--- src/rtl/spi_adc_reader.sv ---
// ============================================================================
//  Module   : spi_adc_reader
//  Purpose  : SPI master that reads one SAMPLE_WIDTH-bit word per frame from
//             the microphone ADC and hands it out on a valid/ready stream.
//             Define SPI_ADC_READER_OVERRUN_COUNT_EN for a saturating overrun
//             counter (overrun_count / overrun_clear).
//  Revision : 1.0 - initial release
// ============================================================================
`default_nettype none

module spi_adc_reader #(
  parameter int SAMPLE_WIDTH   = 16,
  parameter int HALF_PERIOD    = 2,
  parameter int CS_HIGH_CYCLES = 4
) (
  input  logic                    clock,
  input  logic                    resetn,
  input  logic                    enable,
  output logic                    spi_clock,
  output logic                    spi_chipselect,
  input  logic                    spi_data,
  output logic [SAMPLE_WIDTH-1:0] sample_data,
  output logic                    sample_valid,
  input  logic                    sample_ready,
  output logic                    overrun,
`ifdef SPI_ADC_READER_OVERRUN_COUNT_EN
  output logic [15:0]             overrun_count,
  input  logic                    overrun_clear,
`endif
  output logic                    busy
);

  localparam int c_cnt_max = (HALF_PERIOD > CS_HIGH_CYCLES) ? HALF_PERIOD : CS_HIGH_CYCLES;
  localparam int c_cnt_w   = $clog2(c_cnt_max + 1);
  localparam int c_bit_w   = $clog2(SAMPLE_WIDTH + 1);

  localparam logic [c_cnt_w-1:0] c_hp_last = c_cnt_w'(HALF_PERIOD - 1);
  localparam logic [c_cnt_w-1:0] c_cs_last = c_cnt_w'(CS_HIGH_CYCLES - 1);
  localparam logic [c_bit_w-1:0] c_bits    = c_bit_w'(SAMPLE_WIDTH);

  typedef enum logic [2:0] {
    ST_IDLE  = 3'd0,
    ST_SETUP = 3'd1,
    ST_LOW   = 3'd2,
    ST_HIGH  = 3'd3,
    ST_DONE  = 3'd4
  } state_t;

  state_t                    r_state;
  state_t                    w_next_state;
  logic [c_cnt_w-1:0]        r_cnt;
  logic [c_bit_w-1:0]        r_bit_cnt;
  logic [SAMPLE_WIDTH-1:0]   r_shift;
  logic                      r_sclk;
  logic                      r_cs;
  logic [SAMPLE_WIDTH-1:0]   r_data;
  logic                      r_valid;
  logic                      r_overrun;
  logic                      w_phase_end;
  logic                      w_enter_high;

  assign w_phase_end  = (r_cnt == c_hp_last);
  assign w_enter_high = (r_state == ST_LOW) && (w_next_state == ST_HIGH);

  always_ff @(posedge clock or negedge resetn) begin
    if (!resetn) begin
      r_state <= ST_IDLE;
    end else begin
      r_state <= w_next_state;
    end
  end

  always_comb begin
    w_next_state = r_state;
    case (r_state)
      ST_IDLE:  if (enable && (r_cnt == c_cs_last)) w_next_state = ST_SETUP;
      ST_SETUP: if (w_phase_end) w_next_state = ST_LOW;
      ST_LOW:   if (w_phase_end) w_next_state = ST_HIGH;
      ST_HIGH:  if (w_phase_end) w_next_state = (r_bit_cnt == c_bits) ? ST_DONE : ST_LOW;
      ST_DONE:  w_next_state = ST_IDLE;
      default:  w_next_state = ST_IDLE;
    endcase
  end

  // Phase counter restarts on every state change; in IDLE it only counts enabled clocks.
  always_ff @(posedge clock or negedge resetn) begin
    if (!resetn) begin
      r_cnt <= '0;
    end else if (w_next_state != r_state) begin
      r_cnt <= '0;
    end else if ((r_state == ST_IDLE) && !enable) begin
      r_cnt <= '0;
    end else begin
      r_cnt <= r_cnt + 1'b1;
    end
  end

  always_ff @(posedge clock or negedge resetn) begin
    if (!resetn) begin
      r_bit_cnt <= '0;
      r_shift   <= '0;
    end else if (r_state == ST_IDLE) begin
      r_bit_cnt <= '0;
    end else if (w_enter_high) begin
      r_bit_cnt <= r_bit_cnt + 1'b1;
      r_shift   <= {r_shift[SAMPLE_WIDTH-2:0], spi_data};
    end
  end

  // SPI pins are registered from the next state so they change cleanly on one edge.
  always_ff @(posedge clock or negedge resetn) begin
    if (!resetn) begin
      r_sclk <= 1'b1;
      r_cs   <= 1'b1;
    end else begin
      r_sclk <= (w_next_state != ST_LOW);
      r_cs   <= (w_next_state == ST_IDLE) || (w_next_state == ST_DONE);
    end
  end

  always_ff @(posedge clock or negedge resetn) begin
    if (!resetn) begin
      r_data    <= '0;
      r_valid   <= 1'b0;
      r_overrun <= 1'b0;
    end else if (r_state == ST_DONE) begin
      r_data    <= r_shift;
      r_valid   <= 1'b1;
      r_overrun <= r_valid && !sample_ready;
    end else begin
      r_overrun <= 1'b0;
      if (r_valid && sample_ready) begin
        r_valid <= 1'b0;
      end
    end
  end

`ifdef SPI_ADC_READER_OVERRUN_COUNT_EN
  logic [15:0] r_ovr_cnt;

  always_ff @(posedge clock or negedge resetn) begin
    if (!resetn) begin
      r_ovr_cnt <= 16'h0000;
    end else if (overrun_clear) begin
      r_ovr_cnt <= 16'h0000;
    end else if (r_overrun && (r_ovr_cnt != 16'hFFFF)) begin
      r_ovr_cnt <= r_ovr_cnt + 16'h0001;
    end
  end

  assign overrun_count = r_ovr_cnt;
`endif

  assign spi_clock      = r_sclk;
  assign spi_chipselect = r_cs;
  assign sample_data    = r_data;
  assign sample_valid   = r_valid;
  assign overrun        = r_overrun;
  assign busy           = ~r_cs;

endmodule

`default_nettype wire

--- config.mk ---
export PLATFORM = sky130hd
export DESIGN_NAME = spi_adc_reader
export DESIGN_NICKNAME = d
export VERILOG_FILES = /design/src/rtl/spi_adc_reader.sv
export SDC_FILE = /design/constraint.sdc
export NUM_CORES = 1
export LEC_CHECK = 0
export ABC_AREA = 1
export CORE_MARGIN = 3
export CORE_UTILIZATION = 53
export CTS_CLUSTER_DIAMETER = 60
export DETAILED_ROUTE_END_ITERATION = 16
export PLACE_DENSITY = 0.84
export SYNTH_ARGS = -nofsm -noshare
export SYNTH_HDL_FRONTEND = slang
export SYNTH_SLANG_ARGS = --single-unit
export TNS_END_PERCENT = 1
--- constraint.sdc ---
create_clock -name clock -period 1.65 [get_ports clock]
set_clock_uncertainty 0.2 [all_clocks]
set_input_delay 0.165 -clock clock [delete_from_list [all_inputs] [get_ports clock]]
set_output_delay 0.165 -clock clock [all_outputs]
set_load 0.01 [all_outputs]
== Word-level counts from Yosys, hierarchy flattened ==
Index checks and enable logic that the tools add are counted.
Storage, ports and cells
  output and inout port bits: 21
  register bits after elaboration: 47
  memory bits (read-only): 0
  input bits: 5
  memory bits (writable): 0
  latch bits: 0
  memories kept: 0
  logic and storage cells: 50
Operators by class
  shift operators: 0
  multipliers: 0
  reduce and logical (&&, ||, !) cells: 13
  bitwise operators: 2
  equal/unequal tests: 11
  div/mod/pow operators: 0
  multiplexer cells: 13
  magnitude comparators: 0
  $add $sub $neg: 2
Operators by type and width (number)
  3-bit two-way mux: 7
  3-bit by 2-bit equality test with 1-bit output (second input constant): 4
  3-bit case mux with 4 select lines: 1
  5-bit two-way mux: 2
  3-bit by 1-bit equality test with 1-bit output (second input constant): 2
  3-bit equality test (second input constant): 2
  3-bit zero test: 2
  5-bit by 1-bit adder with 5-bit output (second input constant): 1
  5-bit equality test (second input constant): 1
  1-bit logical AND: 5
  2-bit nonzero test: 2
  3-bit by 1-bit adder with 3-bit output (second input constant): 1
  1-bit two-way mux: 3
  3-bit by 2-bit != test with 1-bit output (second input constant): 1
  3-bit != test: 1
  1-bit zero test: 2
  1-bit NOT: 2
  2-bit AND reduction: 1
  1-bit logical OR: 1

== Longest topological paths before layout ==
Gate-level depths: netlist (run 1).
  depth in word-level cells: 8
  depth in mapped cells: 9
  mapped depth without buffers: 9

== Worst setup path after synthesis (run 1) ==
OpenSTA, ideal clock, no wires.
  path kind: flip-flop to flip-flop
  from: register r_cnt[1]
  to: register r_shift[1]
  path buffers: 1
  arrival time: 1.161 ns
  data required time: 1.329 ns
  period minus slack after synthesis: 1.482 ns
  setup slack: 0.168 ns
  stages on the path, launching flop included: 9
  cells stage by stage: dfrtp_1 inv_1 ha_1 inv_1 nor2_2 nand3_4 buf_4 nand2_1 o21ai_1
On the way
  cells in the longest elaborated chain, start to end: 7
RTL lines
  start, declared: RTL line 51  | logic [c_cnt_w-1:0] r_cnt;
  start signal, assigned: RTL line 94  | r_cnt <= r_cnt + 1'b1;
  3-bit by 2-bit equality test with 1-bit output: RTL line 76  | ST_IDLE: if (enable && (r_cnt == c_cs_last)) w_next_state = ST_SETUP;
  1-bit logical AND: RTL line 76
  3-bit two-way mux: RTL line 76
  3-bit case mux with 4 select lines (*): RTL line 75  | case (r_state)
  3-bit by 2-bit equality test with 1-bit output (*): RTL line 63  | assign w_enter_high = (r_state == ST_LOW) && (w_next_state == ST_HIGH);
  1-bit logical AND (*): RTL line 63
  2-bit AND reduction (no source line) (*)
  end signal, assigned: RTL line 106  | r_shift <= {r_shift[SAMPLE_WIDTH-2:0], spi_data};
  end, declared: RTL line 53  | logic [SAMPLE_WIDTH-1:0] r_shift;
Mark *: on every way between the ends. The rest lies on a longest branch, timed or not.
A chain may end at the register's enable or synchronous reset.

== Worst setup path in the final report (run 1) ==
  from: register r_data[11] (netlist: sample_data[11])
  to: output sample_data[11]
RTL lines
  start, declared: RTL line 56  | logic [SAMPLE_WIDTH-1:0] r_data;
  start signal, assigned: RTL line 127  | r_data <= r_shift;
  end, declared: RTL line 22  | output logic [SAMPLE_WIDTH-1:0] sample_data,
No word-level cell between the ends.

==> results of run 1 <==
[report_power, final]
part / internal [mW] / switching [mW]
Combinational: 0.0226 / 0.0374
Sequential: 1.17 / 0.00781
Clock: 0.297 / 0.351
[worst paths after layout]
kind / from / depth (start not counted) / end / slack, ns
setup / recovery: sample_data[11] / 1 / sample_data[11] / 0.06
hold / removal: resetn / 3 / sample_data[4] / 0.17
setup reg to reg: r_cnt[1] / 7 / r_bit_cnt[2] / 0.09
hold reg to reg: sample_data[2] / 2 / sample_data[2] / 0.28
max in group asynchronous: resetn / 3 / spi_chipselect / 0.81
min in group clock: sample_ready / 2 / overrun / 0.23
[sequential cells by signal, summed over array words and instances (netlist names)]
register and cells:
r_cnt 3, r_shift 16, sample_valid 1, spi_clock 1, spi_chipselect 1, overrun 1
r_state 3, r_bit_cnt 5, sample_data 16
[Yosys cell counts (all sizes together)]
library cell and count:
or2 1, nor2 9, xnor2 1, inv 29, nor3 2, a21oi 3, o21ai 38, nor4 1
mux2 1, ha 5, nand4 1, nand2 49, dfrtp 45, buf 5, dfstp 2, clkbuf 1
xor2 2, nand3 7
[metrics by stage]
stage | TNS (ns) | power [mW]
floorplan | 0 | 1.21
global placement | 0 | 1.25
detailed placement | 0 | 1.26
CTS | 0 | 1.90
global route | -0.119 | 1.96
finish | 0 | 1.88
[cells by family (layout without fill, tap and decap cells)]
kind of cell	after synthesis	in the layout	share of synthesized area (%)
muxes	1	1	0.578
adders and majority gates	5	5	3.21
and+or+nand+nor	70	70	16.0
xor gates and xnor gates	3	3	1.35
DFF	47	47	60.5
buffers and inverters	35	68	7.89
AOI/OAI and AO/OA	41	41	10.5
[routing by layer]
layer  GRT usage, %  up-vias  share of wire [%]
li1               -      701                  -
met1           22.6      618                 44
met2           30.0       32                 49
met3           6.58        6                5.1
met4           8.12        0                1.5
met5              0        -                  0
[final cells by class]
type / instances / area (sq um)
fill: 272 / 1070
clock inverter: 1 / 5.00
multi-input combinational: 120 / 634
timing repair buffer: 31 / 314
clock buffer: 7 / 76.3
inverter: 29 / 109
tap: 46 / 57.6
sequential: 47 / 1180
[what timing repair did]
item	CTS	global route
setup endpoints to repair	4	20
gates resized for setup	4	5
endpoints found under the hold margin	47	0
hold buffers	1	0
gates cloned	0	0
==> reports/results.txt, run 1 <==
The library cell used most frequently in the layout, excluding fill and tap cells, is sky130_fd_sc_hd__nand2_1. The run gives 26 as the number of top-level pins. At the later pin of the worst-skew pair, clock insertion delay measures 0.29 ns. The total overflow left after global routing is 0. Before CTS, the worst setup slack after placement is 0.0342 ns. The region available for standard cell placement spans 3440 sq um. Global routing used 18.7% of the available tracks. The growth of design area from synthesis to finish is 21.8%, and the vias per cell is 4.83. STA classifies the critical path endpoint as a primary output. Summed over all cells, the static leakage comes to 1.15 nW.

Net total in the final layout: 244. Clock tree synthesis found a total of 47 sinks. Final count of hold timing violations: 0. The number of DRC violations after detailed-routing iteration 0 is 130, and the cell area power density is 792 nW/um^2. From left edge to right edge, the die measures 66.6 microns. After floorplanning, the core was divided into 21 placement rows. Clock tree synthesis selected as its root buffer the cell sky130_fd_sc_hd__clkbuf_8. At the pin with the least slew margin, the transition time is 0.266 ns. For the routability congestion estimate from global placement, the log shows 0.839. In this run the tool buffered the top-level ports with 25 buffer cells. Counting tap cells, the placed design contains a total of 272 instances. Headroom to the max-slew limit came out at 82.1%. Setup repair after global routing could not meet its margin everywhere. By area the synthesized netlist is led by sky130_fd_sc_hd__dfrtp_1 (58%), sky130_fd_sc_hd__nand2_1 (9.4%), sky130_fd_sc_hd__o21ai_0 (5.9%). Number of iterations in the first detailed-routing pass: 4. In the synthesized netlist, the number of instances is 202. For this run, the number of Yosys warnings is 0. For this run, the share of the core covered by cells in the final layout is 69.0%.

The library cells used most frequently in the layout, excluding fill and tap cells, are sky130_fd_sc_hd__nand2_1 (47), sky130_fd_sc_hd__dfrtp_1 (45), sky130_fd_sc_hd__inv_1 (27), sky130_fd_sc_hd__o21ai_0 (23), sky130_fd_sc_hd__clkdlybuf4s50_1 (21). The tools report the die outline area as 4440 sq um. The proportion of layout cells with a drive suffix above 1 was 11.1%. The post-route minimum period was 1.59 ns; the setup fix buffers added after clock tree synthesis was 0. The tools report the count of non-filler cells in the finished layout as 281.

The die height works out to 66.6 microns. The run gives 60.5% as the share of synthesized area occupied by flip-flops and latches. The dominant cell type by area after synthesis is sky130_fd_sc_hd__dfrtp_1. Clock-pin slew was measured on the worst setup and hold paths at 0.08 ns. For the deepest clock path buffer count, the log shows 2.

The starting density of the core was 56.6%; the number of H-tree levels was 2. In this run the worst path has a maximum fanout of 2. In this run the biggest area consumer among cell types represents 57.8% of the synthesized area.

Mean instance size in the synthesized netlist: 9.65 sq um. The tightest hold margin was 0.174 ns; the least setup slack across all paths after layout was 0.0612 ns. The HPWL after detailed placement is 2390 microns. The critical path is of the reg2out type. The detailed-route wire length came out at 3380 microns. The tools report the via count of the first global-routing pass as 1398. Entering global routing, the biggest net connects 48 pins. The post-synth net total came out at 212. TritonCTS built the clock tree. The worst IR drop on VDD came out at 0.675 mV. Traced cell by cell, the critical path runs through clkdlybuf4s50_1.

After synthesis the cells add up to 1950 sq um. In this run the cell area measured after placement is 2270 sq um. The tools report the data arrival time of the worst path as 1.22 ns. Delay contributed by the slowest stage of the critical path: 0.55 ns.

In the finished design, the share of the clock period the worst path needs comes to 96.3%. The antenna diode count was 0. For the number of design rule violations left after detail routing, the log shows 0. Mean routed wirelength per cell: 12.0 microns. The run gives 26 as the distinct cell type count after synthesis. The total of endpoints with negative setup slack in the final report was 0; the max-capacitance violation count was 0.

The first-pass GRT wire length is 6100 microns, and the number of storage elements in the synthesis netlist is 47. The count of nets left with antenna violations once routing finished came out at 0. The number of antenna violations at the first check in global routing is 0, and the number of slew-limit violations in the final report is 0. Detailed routing inserted a total of 1357 vias. With fillers left out, the area of the finished cells amounts to 2370 sq um.

Counting the buffers created by CTS gives 5. The combined buffer and inverter count along the critical path came out at 1. The path class of the lowest-slack min-delay path was in2async. The critical-path cell with the highest stage delay is sky130_fd_sc_hd__clkdlybuf4s50_1. The category of the worst setup path launch point was a register.

The flow ran to the end, and the final reports show no timing, DRC or antenna violations. Based on the critical path, the design can be clocked at up to 629 MHz. In this design, the largest share of critical-path delay is due to buffers and inverters. STA puts the critical path data required time at 1.28 ns.
(Power assumes the default switching activity.)
==> run 2, diff against run 1 <==
--- a/config.mk
+++ b/config.mk
@@ -8,9 +8,11 @@
 export ABC_AREA = 1
 export CORE_MARGIN = 3
 export CORE_UTILIZATION = 53
+export CTS_BUF_LIST = sky130_fd_sc_hd__clkbuf_8 sky130_fd_sc_hd__clkbuf_16
 export CTS_CLUSTER_DIAMETER = 60
 export DETAILED_ROUTE_END_ITERATION = 16
 export PLACE_DENSITY = 0.84
+export SKIP_LAST_GASP = 1
 export SYNTH_ARGS = -nofsm -noshare
 export SYNTH_HDL_FRONTEND = slang
 export SYNTH_SLANG_ARGS = --single-unit
==> run 2 against run 1 <==
Compared with the run above: the run now ends with setup timing left; fmax shrank 6.2%; clock power shrank 2%; sequential power is essentially flat; global-route usage is the same; via count is essentially flat; sequential cell count is the same; critical endpoint is now busy; largest power group unchanged.
==> reports/results.txt, run 2 (synthesized netlist as in run 1, its figures left out) <==
The flow ran to the end, but the final reports show violations. The final reports fail on setup timing. The share of total power consumed by net switching came out at 21.3%. The maximum fanout along the worst path was 2; the final count of hold timing violations was 0. The finished layout holds 281 standard cells, fillers aside. The first global-routing pass estimated 6090 microns of wire. The run gives 47 as the total clock sinks.

The most common cell after layout, fill and taps aside is sky130_fd_sc_hd__nand2_1. The run gives 0 as the remaining global-route overflow. For this configuration, the core starts out at a cell density of 56.6%. Data on the critical path arrives at its endpoint at 1.33 ns.

The run gives 0 as the antenna diode count. The number of antenna violations at the first check in global routing was 0; the row count was 21. After detailed routing, the number of remaining DRC violations is 0. The worst slew slack as a fraction of its limit is 82.1%. The type of the worst setup path was reg2out. The number of DRC violations after detailed-routing iteration 0 is 121, and the vias per cell is 4.83. After layout, the minimum clock period comes to 1.69 ns. The cell area power density was 791 nW/um^2; the overall die width was 66.6 microns. The pin slew with the least headroom to its limit was 0.265 ns. STA classifies the critical path endpoint as a primary output. The number of slew-limit violations in the final report is 0. The logs give 1 for the total of endpoints with negative setup slack in the final report and 590 MHz for the fmax.

The clock passes through at most 2 buffers. The growth of design area from synthesis to finish came out at 21.4%. For the worst setup slack after placement, the log shows 0.0342 ns. The path class of the lowest-slack min-delay path was in2async. The run gives 0 as the final antenna-violating net count.

The run gives 1.28 ns as the required time of the critical path. For the HPWL after detailed placement, the log shows 2390 microns. The die height was 66.6 microns.

The overall fraction of global-route tracks in use is 18.7%, and the end-of-flow core utilization is 68.8%. The tools report the cell chosen for the clock root as sky130_fd_sc_hd__clkbuf_8. The placed cell count was 272. In this run, the clock network consumes 34.1% of the power. The total area inside the core boundary comes to 3440 sq um. The run gives 4440 sq um as the die outline area. For the least setup slack across all paths after layout, the log shows -0.0443 ns.

Adding up every negative setup slack in the final design gives -0.0443 ns. For the net switching power figure, the log shows 398 uW. The clock reaches the later pin of the worst-skew pair after 0.30 ns. Entering global routing, the biggest net connects 48 pins. Dividing the detail-routed wire length by the instance count gives 11.9 microns. TritonCTS built the clock tree.

The top cell types in the final layout, fill and taps aside, are sky130_fd_sc_hd__nand2_1 (49), sky130_fd_sc_hd__dfrtp_1 (45), sky130_fd_sc_hd__inv_1 (30), sky130_fd_sc_hd__o21ai_0 (23), sky130_fd_sc_hd__clkdlybuf4s50_1 (22). For the detailed-route wire length, the log shows 3360 microns. The congestion estimate from routability-driven global placement came to 0.839. Net total in the final layout: 244. Pin placement for this block handled 26 I/O pins. The static leakage is 1.16 nW, and the post-CTS clock slew at the launch and capture registers of the worst setup and hold paths is 0.08 ns. The run gives 4 as the number of iterations in the first detailed-routing pass.

Internal power summed over all cells: 1.47 mW. STA classifies the critical path startpoint as a register. Of the cells placed in the final design, the portion with a size suffix greater than 1 is 8.94%. The tools report the max-capacitance violation count as 0.

The routed layout has 1358 vias. Setup repair after global routing could not meet its margin everywhere. The tools report the number of H-tree levels as 2.

The via count of the first global-routing pass was 1401; the final critical-path share of the clock period was 103%. The proportion of power drawn by flip-flops and latches is 62.7%, and the worst IR drop on VDD is 0.660 mV. The number of clock buffers added by TritonCTS is 5.

The filler cells instantiated in the layout total 276. The setup fix buffers added after clock tree synthesis was 0; the combinational group share of total power was 3.2%. The number of port buffers is 25, and the tightest hold margin is 0.173 ns.
run 2: metrics by stage:
stage,cell area (sq um),power [mW]
final,2370,1.87
after global routing,2370,1.95
after CTS,2360,1.89
after detailed placement,2270,1.26
after global placement,2270,1.25
after floorplan,1950,1.21
run 2: repair_timing:
| action | in CTS | in global routing |
|---|---|---|
| resized for setup | 1 | 2 |
| hold endpoints to repair | 47 | 0 |
| setup endpoints to repair | 4 | 27 |
| hold buffers | 1 | 0 |
| pin swaps | 0 | 0 |
run 2: power groups by stage:
stage | Sequential (mW) | Combinational [mW] | Clock [mW]
finish | 1.17 | 0.0598 | 0.638
global route | 1.18 | 0.0710 | 0.699
CTS | 1.17 | 0.0624 | 0.655
detailed placement | 1.20 | 0.0606 | 0
global placement | 1.20 | 0.0587 | 0
floorplan | 1.19 | 0.0185 | 0
run 2: area by class of cell:
| type | instances | area (sq um) | share of cell area, % |
|---|---|---|---|
| sequential | 47 | 1180 | 49.8 |
| multi-input combinational | 120 | 622 | 26.3 |
| timing repair buffer | 31 | 319 | 13.5 |
| inverter | 29 | 109 | 4.60 |
| clock buffer | 5 | 68.8 | 2.91 |
| tap | 46 | 57.6 | 2.43 |
| clock inverter | 3 | 12.5 | 0.529 |
run 2: worst max-delay path, stage by stage, from the launching register on:
cell and delay, ns:
sky130_fd_sc_hd__dfstp_2 0.53, sky130_fd_sc_hd__inv_1 0.03, sky130_fd_sc_hd__clkdlybuf4s50_1 0.47
run 2: final timing paths:
| check | to | cells after the start | slack, ns | start |
|---|---|---|---|---|
| max | busy | 2 | -0.04 | spi_chipselect |
| min | r_shift[5] | 3 | 0.17 | resetn |
| max reg2reg | r_bit_cnt[2] | 7 | 0.07 | r_cnt[1] |
| min reg2reg | sample_data[2] | 2 | 0.28 | sample_data[2] |
| max in group asynchronous | spi_chipselect | 3 | 0.82 | resetn |
| min in group clock | overrun | 2 | 0.23 | sample_ready |
run 2: layer usage:
layer  vias to the layer above  wire (microns)  share of wire [%]  global-route usage [%]
met5                         -               0                  0                       0
li1                        699               -                  -                       -
met3                         8             174                5.2                    6.58
met4                         0              58                1.7                    8.12
met1                       621            1500                 45                    22.4
met2                        30            1620                 48                    30.2
